`src/rtl/hs_elastic_fifo.sv`:
```
// Valid/ready elastic FIFO with registered ready, valid, data, count and almost-full.
// The head entry lives in o_data_q; the circular array holds every entry, including the head.
module hs_elastic_fifo #(
   parameter int DWIDTH    = 8,
   parameter int DEPTH     = 4,
   parameter int AFULL_LVL = DEPTH - 1,
   parameter int CWIDTH    = $clog2(DEPTH + 1)
) (
   input  logic              clk,
   input  logic              rst,
   input  logic              flush,
   input  logic [DWIDTH-1:0] i_data,
   input  logic              i_valid,
   output logic              i_ready,
   output logic [DWIDTH-1:0] o_data,
   output logic              o_valid,
   input  logic              o_ready,
   output logic [CWIDTH-1:0] o_count,
   output logic              o_afull
);

   localparam int PWIDTH = (DEPTH > 1) ? $clog2(DEPTH) : 1;

   logic [DWIDTH-1:0] mem_q [DEPTH];
   logic [PWIDTH-1:0] wr_ptr_q, wr_ptr_d, rd_ptr_q, rd_ptr_d;
   logic [PWIDTH-1:0] wr_next, rd_next;
   logic [CWIDTH-1:0] count_q, count_d;
   logic [DWIDTH-1:0] o_data_q, o_data_d;
   logic              o_valid_q, o_valid_d;
   logic              i_ready_q, i_ready_d;
   logic              o_afull_q, o_afull_d;
   logic              push, pop;

   assign push    = i_valid && i_ready_q;
   assign pop     = o_valid_q && o_ready;
   assign wr_next = (wr_ptr_q == PWIDTH'(DEPTH - 1)) ? '0 : wr_ptr_q + PWIDTH'(1);
   assign rd_next = (rd_ptr_q == PWIDTH'(DEPTH - 1)) ? '0 : rd_ptr_q + PWIDTH'(1);

   always_comb begin
      wr_ptr_d = push ? wr_next : wr_ptr_q;
      rd_ptr_d = pop  ? rd_next : rd_ptr_q;
      count_d  = count_q + CWIDTH'(push) - CWIDTH'(pop);
      o_data_d = o_data_q;
      // A new head comes from the array, or from i_data when the slot it needs is being written now.
      if (pop) begin
         if (count_q == CWIDTH'(1)) begin
            if (push) o_data_d = i_data;
         end else begin
            o_data_d = mem_q[rd_next];
         end
      end else if (push && count_q == '0) begin
         o_data_d = i_data;
      end
      if (flush) begin
         wr_ptr_d = '0;
         rd_ptr_d = '0;
         count_d  = '0;
         o_data_d = o_data_q;
      end
      o_valid_d = (count_d != '0);
      i_ready_d = (count_d < CWIDTH'(DEPTH));
      o_afull_d = (count_d >= CWIDTH'(AFULL_LVL));
   end

   always_ff @(posedge clk) begin
      if (rst) begin
         wr_ptr_q  <= '0;
         rd_ptr_q  <= '0;
         count_q   <= '0;
         o_data_q  <= '0;
         o_valid_q <= 1'b0;
         i_ready_q <= 1'b0;
         o_afull_q <= 1'b0;
      end else begin
         wr_ptr_q  <= wr_ptr_d;
         rd_ptr_q  <= rd_ptr_d;
         count_q   <= count_d;
         o_data_q  <= o_data_d;
         o_valid_q <= o_valid_d;
         i_ready_q <= i_ready_d;
         o_afull_q <= o_afull_d;
      end
   end

   always_ff @(posedge clk) begin
      if (push && !flush && !rst) mem_q[wr_ptr_q] <= i_data;
   end

   assign i_ready = i_ready_q;
   assign o_valid = o_valid_q;
   assign o_data  = o_data_q;
   assign o_count = count_q;
   assign o_afull = o_afull_q;

endmodule

```
`config.mk`:
```
export PLATFORM = sky130hd
export DESIGN_NAME = hs_elastic_fifo
export DESIGN_NICKNAME = d
export VERILOG_FILES = /design/src/rtl/hs_elastic_fifo.sv
export SDC_FILE = /design/constraint.sdc
export NUM_CORES = 1
export LEC_CHECK = 0
export ABC_AREA = 1
export CAP_MARGIN = 20
export CORE_UTILIZATION = 40
export CTS_CLUSTER_DIAMETER = 100
export CTS_CLUSTER_SIZE = 12
export DETAILED_ROUTE_END_ITERATION = 10
export HOLD_SLACK_MARGIN = 0.05
export SYNTH_ARGS = -nofsm -noshare
export SYNTH_HDL_FRONTEND = slang
export SYNTH_SLANG_ARGS = --single-unit
```
`constraint.sdc`:
```
create_clock -name clk -period 1.8 [get_ports clk]
set_clock_uncertainty 0.15 [all_clocks]
set_input_delay 0.27 -clock clk [delete_from_list [all_inputs] [get_ports clk]]
set_output_delay 0.27 -clock clk [all_outputs]
set_load 0.02 [all_outputs]
```
==> impl_metrics.json <==
{
  "synth-simple-area-share": 0.276,
  "min_period_ns": 1.83,
  "syn_nets": 282,
  "grt_pass1_vias": 1594,
  "ir_drop_mv": 0.336,
  "grt_max_degree": 25,
  "async_reset_ff_frac": 0,
  "first_pass_iters": 4,
  "syn-instance-count": 261,
  "synth-xor-area-share": 0,
  "timing.final.crit_share": 1.02,
  "grt_util_met1": 0.210,
  "avgSynthCellArea_um2": 8.78,
  "relSlewSlack": 0.840,
  "antenna_found_initial": 0,
  "status": "finished with violations",
  "violations": "setup timing",
  "core_um2": 5510,
  "num_rows": 27,
  "ys_seq_area_frac": 0.577,
  "fp.dieH_um": 77.7,
  "drive_gt1_frac": 0.134,
  "drc_errors": 0,
  "synth_compound_area_frac": 0.0257,
  "ios": 27,
  "gr-usage-met3": 0.0435,
  "diodes": 0,
  "grt_use_met2": 0.277,
  "ctsLongestPathBuffers": 2,
  "power.leakage_uw": 0.00126,
  "grt.overflow.total": 0,
  "synth_edf_count": 32,
  "grt_pass1_wl_um": 7620,
  "yosysMostFrequentCell": "nand2_1",
  "power.density_nw_per_um2": 820,
  "antenna_left": 0,
  "first_iter_violations": 101,
  "ys_types": 19,
  "fmax_mhz": 546,
  "drv_cap": 0,
  "slew_violations": 0,
  "ys_ff_latch": 50,
  "grt-busiest-layer": "met2",
  "hp-class": "register to register",
  "cts_sinks": 50,
  "dp_hpwl_um": 3190,
  "setup-tns-final_ns": -0.0314,
  "yosys.area.top_type": "edfxtp_1",
  "postLayoutCoreUtil": 0.522,
  "synthAdderAreaFrac": 0.0470,
  "critPathBufInv": 3,
  "num_vias": 1694,
  "fillers": 538,
  "die_x_um": 77.7,
  "cp-end-kind": "register",
  "required_ns": 1.85,
  "crit_arrival_ns": 1.88,
  "worstPathCellList": "nand2_4 -> inv_4 -> ha_4 -> inv_2 -> ha_4 -> inv_2 -> fa_2 -> nor2_2 -> nor2_1 -> o21ai_1",
  "ys_warn_count": 0,
  "cts_tree": "built",
  "numCtsBuffers": 5,
  "cp_max_fo": 3,
  "synth_ff_type": "edfxtp_1",
  "synth.area.top_cells": "edfxtp_1 42%, dfxtp_1 16%, nand2_1 12%",
  "critPathLaunchType": "register",
  "stdcell_area_um2": 2880,
  "cts_root_buf": "clkbuf_8",
  "tightest_slew_ns": 0.240,
  "hold_buffers": 0,
  "cpLargestDelayFamily": "adder cells",
  "synthMuxAreaShare": 0,
  "clock_latency_ns": 0.30,
  "port_buffers": 26,
  "fin_nets": 325,
  "grt_util_all_layers": 0.169,
  "start_util": 0.416,
  "max_stage_delay_ns": 0.52,
  "finalSetupViolations": 1,
  "clk_pin_slew_ns": 0.09,
  "setup_slack_ns": -0.0314,
  "gp_congestion": 0.790,
  "worst-setup-path-type": "register to register",
  "synth_top_family_by_area": "simple AND/OR/NAND/NOR gates",
  "wl_um": 4540,
  "synthTopCellsByCount": "74 x nand2_1, 52 x nor2_1, 33 x inv_1",
  "die_area_um2": 6030,
  "hold_viol": 0,
  "h-tree-depth": 2,
  "via_per_inst": 4.49,
  "dpl_cell_area_um2": 2770,
  "mappedNetlistArea_um2": 2290,
  "slowest_stage": "fa_2",
  "total_power_uw": 2360,
  "synth_top_cell_area_share": 0.419,
  "area_delta_synth_final_pct": 25.6,
  "rsz0062_at_grt": "true",
  "avgRoutedWirePerCell_um": 12.0
}
-- report_power, final --
part           switching (µW)  internal [µW]  leakage [µW]
clock network             369            359     0.0000496
registers                21.6           1250      0.000436
logic                     204            152      0.000771
-- routing by layer --
| metal | vias up | wire (µm) |
|---|---|---|
| li1 | 902 | - |
| met1 | 761 | 2140 |
| met2 | 24 | 2170 |
| met3 | 7 | 133 |
| met4 | 0 | 88 |
| met5 | - | 0 |
-- flip-flops by register name (all words and copies together) (netlist names) --
| register | flops |
|---|---|
| rd_ptr_q | 2 |
| wr_ptr_q | 2 |
| i_ready | 1 |
| o_data | 8 |
| o_valid | 1 |
| o_count | 3 |
| mem_q | 32 |
| o_afull | 1 |
-- worst min-delay path: cells and delay by family (launching register included) --
kind,cells,cell delay (ns)
buf+inv,1,0.05
simple gates,3,0.12
flops,1,0.32
-- through the flow --
step / hold WS [ns] / cells / setup WS [ns]
6_report: 0.369 / 377 / -0.0314
5_1_grt: 0.398 / 377 / -0.159
4_1_cts: 0.370 / 377 / -0.0417
3_5_place_dp: 0.355 / 369 / -0.470
3_3_place_gp: 0.356 / 369 / -0.452
2_1_floorplan: 0.180 / 261 / -0.0705
-- final timing paths --
kind,from,to,slack (ns),cells past startpoint
setup / recovery,o_valid$_SDFF_PP0_,o_valid$_SDFF_PP0_,-0.03,10
hold / removal,o_data[2]$_SDFFE_PP0P_,o_data[2]$_SDFFE_PP0P_,0.37,4
setup reg to reg,o_valid$_SDFF_PP0_,o_valid$_SDFF_PP0_,-0.03,10
hold reg to reg,o_data[2]$_SDFFE_PP0P_,o_data[2]$_SDFFE_PP0P_,0.37,4
-- cell usage in the layout, fill, tap and decap left out, drive strengths merged --
master	n
a211oi	1
a21oi	4
a31oi	1
buf	13
clkbuf	7
clkdlybuf4s50	21
clkinvlp	1
dfxtp	18
dlygate4sd2	4
dlymetal6s2s	1
edfxtp	32
fa	1
ha	7
inv	37
nand2	80
nand3	19
nor2	53
o21ai	5
-- logic make-up after synthesis --
family,count (synthesis)
compound gates,11
fa+ha+maj,8
buf+inv,40
flops,50
simple gates,152
-- final cells by class --
cell class                 instances  area (µm²)  share of cell area
multi-input combinational        171         841               0.292
sequential                        50        1330               0.462
clock inverter                     1        7.51             0.00261
timing repair buffer              39         368               0.128
clock buffer                       7        97.6              0.0339
inverter                          37         144              0.0500
tap                               72        90.1              0.0313
-- repair_timing --
action / in CTS / in global routing
endpoints found under the setup margin: 6 / 4
gates resized for setup: 6 / 2
buffers inserted: 0 / 0
pin swaps: 4 / 1
(Power assumes the default switching activity.)
